## config.mk

```make
export PLATFORM = sky130hd
export DESIGN_NAME = ramb_s4_fifo_ctrl
export DESIGN_NICKNAME = d
export VERILOG_FILES = /design/src/rtl/ramb_s4_fifo_ctrl.sv
export SDC_FILE = /design/constraint.sdc
export NUM_CORES = 1
export LEC_CHECK = 0
export CAP_MARGIN = 20
export CORE_ASPECT_RATIO = 0.6
export CORE_MARGIN = 4
export CORE_UTILIZATION = 50
export CTS_CLUSTER_DIAMETER = 200
export CTS_CLUSTER_SIZE = 28
export DETAILED_ROUTE_END_ITERATION = 7
export PLACE_DENSITY = 0.78
export SLEW_MARGIN = 20
export SYNTH_ARGS = -nofsm -noshare
export SYNTH_HDL_FRONTEND = slang
export SYNTH_SLANG_ARGS = --single-unit
```

## constraint.sdc

```tcl
create_clock -name CLK -period 5.99 [get_ports CLK]
set_input_delay 1.198 -clock CLK [delete_from_list [all_inputs] [get_ports CLK]]
set_output_delay 1.198 -clock CLK [all_outputs]
set_load 0.02 [all_outputs]
```

## src/rtl/ramb_s4_fifo_ctrl.sv

```systemverilog
// FIFO controller around an external dual-port block RAM (port A writes, port B reads).
// A 2-entry output buffer hides the RAM's registered read latency behind a valid/ready stream.
module ramb_s4_fifo_ctrl #(
   parameter int ADDR_W   = 12,
   parameter int DATA_W   = 4,
   parameter int AF_LEVEL = 4032
) (
   input  logic              CLK,
   input  logic              RST,
   input  logic              WR_EN,
   input  logic [DATA_W-1:0] DIN,
   output logic              FULL,
   output logic              ALMOST_FULL,
   output logic              OVERFLOW,
   output logic [DATA_W-1:0] DOUT,
   output logic              DOUT_VALID,
   input  logic              DOUT_READY,
   output logic [ADDR_W+1:0] COUNT,
   output logic [ADDR_W-1:0] ADDRA,
   output logic [DATA_W-1:0] DIA,
   output logic              ENA,
   output logic              WEA,
   output logic              SSRA,
   output logic [ADDR_W-1:0] ADDRB,
   output logic              ENB,
   output logic              WEB,
   output logic              SSRB,
   input  logic [DATA_W-1:0] DOB
);

   localparam logic [ADDR_W:0]   DEPTH_W = (ADDR_W+1)'(1) << ADDR_W;
   localparam logic [ADDR_W+1:0] AF_W    = (ADDR_W+2)'(AF_LEVEL);

   logic [ADDR_W-1:0] r_wr_ptr;
   logic [ADDR_W-1:0] r_rd_ptr;
   logic [ADDR_W:0]   r_ram_count;
   logic              r_pending;
   logic [1:0]        r_buf_cnt;
   logic [DATA_W-1:0] r_buf0;
   logic [DATA_W-1:0] r_buf1;
   logic [ADDR_W+1:0] r_count;
   logic              r_af;
   logic              r_ovf;

   logic              w_full;
   logic              w_push;
   logic              w_pop;
   logic              w_issue;
   logic [2:0]        w_occ_next;
   logic [1:0]        w_buf_cnt_next;
   logic [1:0]        w_wr_idx;
   logic [ADDR_W:0]   w_ram_count_next;
   logic [ADDR_W+1:0] w_count_next;

   assign w_full = (r_ram_count == DEPTH_W);
   assign w_push = WR_EN & ~w_full;
   assign w_pop  = (r_buf_cnt != 2'd0) & DOUT_READY;

   // Words that will sit in the buffer next cycle; a new read may only be issued
   // if that leaves room for the word it brings back.
   assign w_occ_next     = {1'b0, r_buf_cnt} + {2'b00, r_pending} - {2'b00, w_pop};
   assign w_issue        = (r_ram_count != '0) & (w_occ_next < 3'd2);
   assign w_buf_cnt_next = w_occ_next[1:0];
   assign w_wr_idx       = r_buf_cnt - {1'b0, w_pop};

   assign w_ram_count_next = r_ram_count + (ADDR_W+1)'(w_push) - (ADDR_W+1)'(w_issue);
   assign w_count_next     = (ADDR_W+2)'(w_ram_count_next) + (ADDR_W+2)'(w_issue)
                           + (ADDR_W+2)'(w_buf_cnt_next);

   always_ff @(posedge CLK) begin
      if (RST) begin
         r_wr_ptr    <= '0;
         r_rd_ptr    <= '0;
         r_ram_count <= '0;
         r_pending   <= 1'b0;
         r_buf_cnt   <= 2'd0;
         r_buf0      <= '0;
         r_buf1      <= '0;
         r_count     <= '0;
         r_af        <= 1'b0;
         r_ovf       <= 1'b0;
      end else begin
         if (w_push)
            r_wr_ptr <= r_wr_ptr + 1'b1;
         if (w_issue)
            r_rd_ptr <= r_rd_ptr + 1'b1;
         r_ram_count <= w_ram_count_next;
         r_pending   <= w_issue;
         r_buf_cnt   <= w_buf_cnt_next;
         if (w_pop)
            r_buf0 <= r_buf1;
         // Capture lands after any pop shift, so the later assignment wins.
         if (r_pending) begin
            if (w_wr_idx == 2'd0)
               r_buf0 <= DOB;
            else
               r_buf1 <= DOB;
         end
         r_count <= w_count_next;
         r_af    <= (w_count_next >= AF_W);
         r_ovf   <= WR_EN & w_full;
      end
   end

   assign FULL        = w_full;
   assign ALMOST_FULL = r_af;
   assign OVERFLOW    = r_ovf;
   assign DOUT        = r_buf0;
   assign DOUT_VALID  = (r_buf_cnt != 2'd0);
   assign COUNT       = r_count;

   assign ADDRA = r_wr_ptr;
   assign DIA   = DIN;
   assign ENA   = w_push;
   assign WEA   = w_push;
   assign SSRA  = 1'b0;
   assign ADDRB = r_rd_ptr;
   assign ENB   = w_issue;
   assign WEB   = 1'b0;
   assign SSRB  = RST;

endmodule

```

After elaboration in Yosys (flattened, before gate mapping)
Index checks and enable logic that the tools add are counted.
{"block": "totals", "output_inout_bits": 56, "in_bits": 12, "regBits": 64, "word_cells": 35}
{"block": "op_classes", "add_sub_neg": 9, "n_lt_le_gt_ge": 2, "eq_ne": 1, "bitwise": 6, "reduce_logical": 4, "n_mux": 3}
{"cell": "$add 12x1->12 const B", "count": 2}
{"cell": "$add 13x1->14", "count": 1}
{"cell": "$add 14x2->14", "count": 1}
{"cell": "$ge 14x12->1 const B", "count": 1}
{"cell": "$add 13x1->13", "count": 1}
{"cell": "$eq 13x13->1 const B", "count": 1}
{"cell": "$reduce_bool 13->1", "count": 1}
{"cell": "$sub 13x1->13", "count": 1}
{"cell": "$mux 4", "count": 3}
{"cell": "$and 1x1->1", "count": 4}
{"cell": "$add 2x1->3", "count": 1}
{"cell": "$lt 3x2->1 const B", "count": 1}
{"cell": "$sub 3x1->3", "count": 1}
{"cell": "$logic_not 2->1", "count": 1}
{"cell": "$not 1->1", "count": 2}
{"cell": "$reduce_and 2->1", "count": 1}
{"cell": "$reduce_bool 2->1", "count": 1}
{"cell": "$sub 2x1->2", "count": 1}

Longest topological paths before layout
Gate-level depths: netlist (run 1).
{"block": "depth", "depth_word": 9, "ltp_mapped": 21, "depth_no_buf": 21}

Worst setup path before layout (run 1)
Ideal clock, no wire load.
{"block": "synth_path", "path_type": "input-to-reg", "start": "input DOUT_READY", "end": "register r_af, in the netlist ALMOST_FULL", "path_slack_ps": 252, "t_arrival_ps": 5621, "setup_time_ps": 117, "t_required_ps": 5873, "cell_stages": 18, "n_path_buf": 0, "cell_sequence": "o21ai_0 -> ha_1 -> inv_1 -> fa_1 -> xnor2_1 -> o311ai_1 -> inv_1 -> ha_1 -> inv_1 -> ha_1 -> fa_1 -> a21oi_2 -> o21bai_1 -> xnor2_1 -> or4_1 -> nor4_1 -> mux2_2 -> a32o_1"}
{"block": "synth_between", "elab_chain_len": 8}
{"item": "start: declaration", "line": "17", "text": "input logic DOUT_READY,"}
{"item": "$and 1x1->1 (*)", "line": "57", "text": "assign w_pop = (r_buf_cnt != 2'd0) & DOUT_READY;"}
{"item": "$sub 3x1->3 (*)", "line": "61", "text": "assign w_occ_next = {1'b0, r_buf_cnt} + {2'b00, r_pending} - {2'b00, w_pop};"}
{"item": "$lt 3x2->1 (*)", "line": "62", "text": "assign w_issue = (r_ram_count != '0) & (w_occ_next < 3'd2);"}
{"item": "$and 1x1->1 (*)", "line": "62"}
{"item": "net ENB", "line": "25", "text": "output logic ENB,"}
{"item": "$sub 13x1->13", "line": "66", "text": "assign w_ram_count_next = r_ram_count + (ADDR_W+1)'(w_push) - (ADDR_W+1)'(w_issue);"}
{"item": "$add 13x1->14 (*)", "line": "67", "text": "assign w_count_next = (ADDR_W+2)'(w_ram_count_next) + (ADDR_W+2)'(w_issue)"}
{"item": "$add 14x2->14 (*)", "line": "68", "text": "+ (ADDR_W+2)'(w_buf_cnt_next);"}
{"item": "$ge 14x12->1 (*)", "line": "100", "text": "r_af <= (w_count_next >= AF_W);"}
{"item": "end signal: assignment", "line": "100"}
{"item": "end: declaration", "line": "42", "text": "logic r_af;"}
Mark *: on every way through the listed nets, which the timed path passes. The rest lies on a longest branch.
A chain may end at the register's enable or synchronous reset.

Worst setup path after layout (run 1)
{"block": "layout_path", "start": "input DOUT_READY", "end": "register r_af, in the netlist ALMOST_FULL"}
{"block": "layout_between", "elab_chain_len": 8}
{"item": "$and 1x1->1 (*)", "line": "57"}
{"item": "$sub 3x1->3 (*)", "line": "61"}
{"item": "$lt 3x2->1", "line": "62"}
{"item": "$and 1x1->1", "line": "62"}
{"item": "$sub 13x1->13", "line": "66"}
{"item": "$add 13x1->14", "line": "67"}
{"item": "$add 14x2->14 (*)", "line": "68"}
{"item": "$ge 14x12->1 (*)", "line": "100"}
Every way passes the cells marked *; elsewhere a longest branch is shown, timed or not.

==> impl_metrics.csv, run 1 <==
group,metric,value,unit
yosys,syn_avg_cell_area,9.02,µm²
timing,fin_skew,0.00518,ns
floorplanning,coreArea,6680,µm²
run,drv_cap,0,
timing,setup_slack,0.310,ns
timing,worst_pin_slew,0.643,ns
drt,drt_iter0_markers,168,
timing,setup_viol,0,
clocking,root_buffer,"clkbuf_16",
drt,vias_per_cell,5.24,
floorplanning,start_util,51.6,%
clocking,cts_buffers,9,
yosys,synth_top_cell_area_share,37.2,%
timing,fin_crit,5.68,ns
drt,drt_drc_violations_left,0,
yosys,synthFlopType,"dfxtp_1",
yosys,synth_area_leaders,"dfxtp_1, ha_1, nor2_1, xor2_1, xnor2_1",
global_routing,grt_max_degree,63,
cells_and_area,n_antenna_cell,0,
clocking,clock-sinks,64,
cells_and_area,area_growth,28.5,%
floorplanning,rows,23,
timing,hold_viol,0,
global_routing,antenna_found_initial,0,
drt,antenna_left,0,
yosys,synth_cells,382,
timing,relSlewSlack,57.1,%
place,dpl_worst_slack,0.00250,ns
critical_path,critPathMaxFanout,3,
floorplanning,ios,68,
clocking,post-cts-setup-buffers,0,
clocking,cts_max_level,3,
drt,vias,2830,
yosys,netlist_area,3450,µm²
clocking,cts-resized-gates,0,
yosys,synth_edf_count,0,
clocking,tritoncts,"yes",
global_routing,overflow,0,
floorplanning,fp.dieW,115,µm
floorplanning,die_h,72.3,µm
cells_and_area,nNetsFinal,487,
cells_and_area,register_area,1280,µm²
global_routing,grt_pass1_vias,2933,
timing,fmax,0.176,GHz
yosys,yosysWarningCount,0,
timing,min_period_over_period,94.8,%
clocking,clk_path_buf_depth,2,
drt,wl_per_cell,14.8,µm
yosys,yosysSeqAreaShare,37.2,%
cells_and_area,final_core_util,66.4,%
critical_path,required,6.21,ns
hold_path,hold_class,"flop to flop",
yosys,synth_seq_cells,64,
floorplanning,die_area,8330,µm²
global_routing,grt_usage,20.3,%
clocking,clock_latency,0.33,ns
timing,hold_slack,0.509,ns
critical_path,cp_data_arrival_time,5.90,ns
yosys,synth_area_leader_cell,"dfxtp_1",
critical_path,end_kind,"flop",
timing,rsz0062_at_grt,"no",
cells_and_area,multi_input_area,1960,µm²
place,hpwlAfterDp,5820,µm
timing,finalSetupTns,0,ns
drt,drt_wl_total,8000,µm
critical_path,startpoint_type,"input port",
cells_and_area,nFillCells,554,
cells_and_area,drive_gt1_share,11.3,%
yosys,synth_commonest_cells,"dfxtp_1, nor2_1, inv_1, ha_1, xor2_1",
place,io_buffers,57,
yosys,synth_cell_type_count,61,
timing,slew_violations,0,
drt,dr.pass1.iters,4,
critical_path,worstSetupPathType,"input port to flop",
yosys,async_reset_ff_share,0,%
place,globalplace.congestion,0.872,
global_routing,grt_pass1_wl,13400,µm
clocking,clkSlewWorstSetupHoldPaths,0.05,ns
clocking,cts_hold_buf,0,
run_status,run_status,"completed",
==> cells in the final DEF, fill, tap and decap left out, types with 2 or more instances in the layout <==
cell and instances:
conb_1 2, clkinvlp_4 3, o21ai_0 6, nor3_1 8
clkbuf_8 2, and3_1 6, xnor2_1 15, a21oi_1 8
nand2b_1 4, fa_1 4, o211ai_1 2, a21oi_2 3
nand2_1 18, xor2_1 21, mux2i_1 10, nor2_1 64
a211oi_1 5, inv_1 30, o31a_1 2, clkdlybuf4s50_1 56
nand3b_1 2, o221ai_2 2, or3_1 2, nor4b_1 2
nor3b_1 3, or4_1 4, buf_4 13, nand3_1 17
o21bai_1 2, clkbuf_16 9, dfxtp_1 64, nor4_1 4
a31oi_1 2, nor2b_1 4, nand4_1 3, ha_1 23
==> routing by layer <==
layer  part of all wire (%)  vias to the layer above  track usage (%)  wire [µm]
li1                       -                     1417                -          -
met1                     49                     1310             27.3       3920
met2                     44                       94             30.4       3480
met3                    6.4                        9             7.17        510
met4                    1.1                        0             7.03         85
met5                      0                        -                0          0
==> logic make-up (layout without fill, tap and decap cells) <==
logic type	count (synthesis)	count (layout)	synth area share, %
AND/OR/NAND/NOR	154	154	23.3
adder cells (fa/ha/maj)	27	27	10.7
multiplexers	11	11	3.23
buffers and inverters	46	116	6.21
flip-flops	64	64	37.2
XOR/XNOR	38	38	10.4
AO/OA/AOI/OAI	41	41	8.93
other	1	2	0.109
==> layout make-up <==
cell class                      count  area share [%]
Sequential cell                    64            28.9
Timing Repair Buffer               70            15.0
Multi-Input combinational cell    273            44.1
Inverter                           30            2.54
Clock buffer                       12            5.79
Clock inverter                      4            1.19
Tap cell                           87            2.46
==> worst paths after layout <==
kind / start / to / slack [ns] / cells after the start
setup / recovery: DOUT_READY / ALMOST_FULL$_SDFF_PP0_ / 0.31 / 21
setup reg to reg: r_buf_cnt[1]$_SDFF_PP0_ / ALMOST_FULL$_SDFF_PP0_ / 1.23 / 20
hold / removal: ADDRB[4]$_SDFFE_PP0P_ / ADDRB[4]$_SDFFE_PP0P_ / 0.51 / 2
hold reg to reg: ADDRB[4]$_SDFFE_PP0P_ / ADDRB[4]$_SDFFE_PP0P_ / 0.51 / 2
==> per-stage QoR <==
stage | cell area (µm²) | cells
floorplan | 3450 | 383
global placement | 4120 | 524
detailed placement | 4120 | 524
CTS | 4430 | 540
global route | 4430 | 540
finish | 4430 | 540
==> sequential cells by signal (all words and copies together), names as in the netlist <==
name / flops
ADDRA: 12
ADDRB: 12
ALMOST_FULL: 1
COUNT: 14
DOUT: 4
OVERFLOW: 1
r_buf1: 4
r_buf_cnt: 2
r_pending: 1
r_ram_count: 13
==> critical path, stage by stage <==
cell             delay, ns
clkdlybuf4s50_1       0.49
nand3_1               0.13
o21ai_0               0.17
ha_1                  0.20
inv_1                 0.05
fa_1                  0.37
xnor2_1               0.14
o311ai_1              0.11
inv_1                 0.11
ha_1                  0.30
inv_1                 0.05
ha_1                  0.22
fa_1                  0.43
a21oi_2               0.18
buf_4                 0.15
o221ai_2              0.13
a31oi_1               0.42
mux2i_1               0.18
nor4b_2               0.36
a21bo_2               0.27
a32o_1                0.23
Power of run 1 is left out: the tool's default activity adds up to more than one toggle a clock period on the data nets, which glitch-free logic cannot reach.
==> run 2, diff against run 1 <==
--- a/config.mk
+++ b/config.mk
@@ -7,12 +7,13 @@
 export LEC_CHECK = 0
 export CAP_MARGIN = 20
 export CORE_ASPECT_RATIO = 0.6
-export CORE_MARGIN = 4
+export CORE_MARGIN = 3
 export CORE_UTILIZATION = 50
 export CTS_CLUSTER_DIAMETER = 200
 export CTS_CLUSTER_SIZE = 28
 export DETAILED_ROUTE_END_ITERATION = 7
 export PLACE_DENSITY = 0.78
+export SETUP_SLACK_MARGIN = 0.05
 export SLEW_MARGIN = 20
 export SYNTH_ARGS = -nofsm -noshare
 export SYNTH_HDL_FRONTEND = slang
==> constraint.sdc (replaced) <==
create_clock -name CLK -period 5.99 [get_ports CLK]
set_input_delay 1.198 -clock CLK [delete_from_list [all_inputs] [get_ports CLK]]
set_output_delay 1.198 -clock CLK [all_outputs]
set_load 0.1 [all_outputs]
==> run 2 against run 1 <==
Net effect: largest cell class unchanged; critical path type unchanged; routed wire length is 1.4% higher; hold slack lost 0.013 ns; critical endpoint unchanged; setup slack improved by 0.0024 ns.
==> impl_metrics.csv, run 2 (synthesized netlist as in run 1, its figures left out) <==
group,metric,value,unit
place,hpwlAfterDp,5920,µm
critical_path,end_kind,"flop",
cells_and_area,largest_reg_flops,14,
timing,min_period_over_period,94.8,%
clocking,clkSlewWorstSetupHoldPaths,0.05,ns
clocking,clock_latency,0.33,ns
drt,dr.pass1.iters,4,
timing,slew_violations,0,
drt,antenna_left,0,
timing,hold_viol,0,
hold_path,holdPathEnd,"r_buf1[3]$_SDFFE_PP0P_",
hold_path,worstHoldStart,"r_buf1[3]$_SDFFE_PP0P_",
critical_path,r2r-start,"r_buf_cnt[1]$_SDFF_PP0_",
clocking,cts_buffers,9,
critical_path,r2r_cells,19,
critical_path,critPathMaxFanout,4,
floorplanning,coreArea,6390,µm²
cells_and_area,layout_common_cells,"dfxtp_1, nor2_1, clkdlybuf4s50_1, inv_1, ha_1",
critical_path,startpoint_type,"input port",
drt,drt_iter0_markers,228,
critical_path,worstSetupPathType,"input port to flop",
clocking,cts_max_level,3,
drt,wl_per_cell,15.2,µm
cells_and_area,drive_gt1_share,12.2,%
run_status,run_status,"completed",
critical_path,required,6.21,ns
floorplanning,rows,22,
critical_path,cp_data_arrival_time,5.90,ns
floorplanning,fp.dieW,113,µm
floorplanning,die_area,7960,µm²
timing,finalSetupTns,0,ns
hold_path,min_path_cells,2,
drt,vias_per_cell,5.27,
global_routing,grt_pass1_wl,13500,µm
drt,drt_wl_total,8110,µm
global_routing,grt_max_degree,63,
critical_path,reg2reg_slack,1.27,ns
floorplanning,ios,68,
run,drv_cap,0,
drt,vias,2817,
clocking,clock-sinks,64,
cells_and_area,n_antenna_cell,0,
critical_path,r2r_end,"ALMOST_FULL$_SDFF_PP0_",
clocking,clk_path_buf_depth,2,
drt,drt_drc_violations_left,0,
timing,worst_pin_slew,1.02,ns
cells_and_area,area_growth,27.7,%
critical_path,crit_top_cell,"ha_1",
floorplanning,start_util,54.0,%
critical_path,cpMaxStageDelayCell,"or4_1",
critical_path,cp_slowest_stage_delay,0.67,ns
clocking,root_buffer,"clkbuf_16",
global_routing,overflow,0,
place,io_buffers,57,
global_routing,antenna_found_initial,0,
hold_path,hold_class,"flop to flop",
floorplanning,die_h,70.3,µm
critical_path,crit_family,"adder cells",
timing,fin_skew,0.00541,ns
timing,fin_crit,5.68,ns
global_routing,grt_usage,21.5,%
critical_path,worstSetupStartpoint,"DOUT_READY",
cells_and_area,nFillCells,515,
timing,setup_viol,0,
timing,fmax,0.176,GHz
critical_path,worstPathCellList,"clkdlybuf4s50_1 -> nand3_1 -> o21ai_0 -> ha_1 -> inv_1 -> fa_1 -> xnor2_1 -> o311ai_1 -> inv_2 -> ha_1 -> inv_1 -> ha_1 -> fa_1 -> a21oi_2 -> o21bai_1 -> xnor2_1 -> or4_1 -> nor4_2 -> mux2_2 -> a32o_1",
cells_and_area,nNetsFinal,486,
global_routing,grt_pass1_vias,2690,
place,globalplace.congestion,0.922,
timing,rsz0062_at_grt,"no",
timing,relSlewSlack,31.8,%
clocking,tritoncts,"yes",
critical_path,cp_num_buf_inv,4,
[run 2: cell types whose count changed in the layout (fill, tap and decap cells not counted), sizes merged]
cell / before / now
clkdlybuf4s50: 56 / 53
clkinv: 0 / 3
clkinvlp: 3 / 0
buf: 14 / 16
clkbuf: 12 / 11
[run 2: per-stage QoR]
stage                     hold WS (ns)  utilization, %  instance area (µm²)  setup WS [ns]  cells
after detailed placement         0.483            64.2                 4100         0.0364    520
after CTS                        0.494            68.8                 4390          0.339    535
after global routing             0.543            68.9                 4400         0.0277    535
after global placement           0.477            64.2                 4100          0.132    520
final                            0.495            68.9                 4400          0.312    535
after floorplan                  0.463               -                 3450         0.0781    383
[run 2: area by class of cell]
cell class | instances | area [µm²] | area share [%]
multi-input cells | 273 | 1970 | 44.7
flip-flops and latches | 64 | 1280 | 29.1
repair buffers | 69 | 648 | 14.7
clock buffers | 11 | 243 | 5.51
inverters | 30 | 113 | 2.56
well taps | 84 | 105 | 2.39
clock inverters | 4 | 45.0 | 1.02
[run 2: worst max-delay path by stage]
stage / to / slack [ns] / cells after the start
6_report: ALMOST_FULL$_SDFF_PP0_ / 0.31 / 20
5_1_grt: ALMOST_FULL$_SDFF_PP0_ / 0.03 / 20
4_1_cts: ALMOST_FULL$_SDFF_PP0_ / 0.34 / 20
3_5_place_dp: ALMOST_FULL$_SDFF_PP0_ / 0.04 / 20
3_3_place_gp: ALMOST_FULL$_SDFF_PP0_ / 0.13 / 20
2_1_floorplan: ALMOST_FULL$_SDFF_PP0_ / 0.08 / 18
[run 2: layer usage]
| metal | up-vias | track usage (%) | part of all wire (%) |
|---|---|---|---|
| li1 | 1412 | - | - |
| met1 | 1292 | 32.0 | 50 |
| met2 | 101 | 27.8 | 40 |
| met3 | 12 | 7.97 | 8.3 |
| met4 | 0 | 7.73 | 1.4 |
| met5 | - | 0 | 0 |
[run 2: timing repair]
| action | in CTS | in global routing |
|---|---|---|
| setup buffers | 0 | 0 |
| setup endpoints to repair | 0 | 2 |
| hold buffers | 0 | 0 |
| resized for setup | 0 | 2 |
[run 2: worst register-to-register path, stage by stage (launching register included)]
cell and delay, ns:
dfxtp_1 0.42, nand3_1 0.15, o21ai_0 0.18, ha_1 0.22, inv_1 0.05, fa_1 0.37
xnor2_1 0.14, o311ai_1 0.13, inv_2 0.07, ha_1 0.29, inv_1 0.04, ha_1 0.21
fa_1 0.42, a21oi_2 0.17, o21bai_1 0.08, xnor2_1 0.15, or4_1 0.67, nor4_2 0.30
mux2_2 0.38, a32o_1 0.20
Power of run 2 is left out for the same reason.
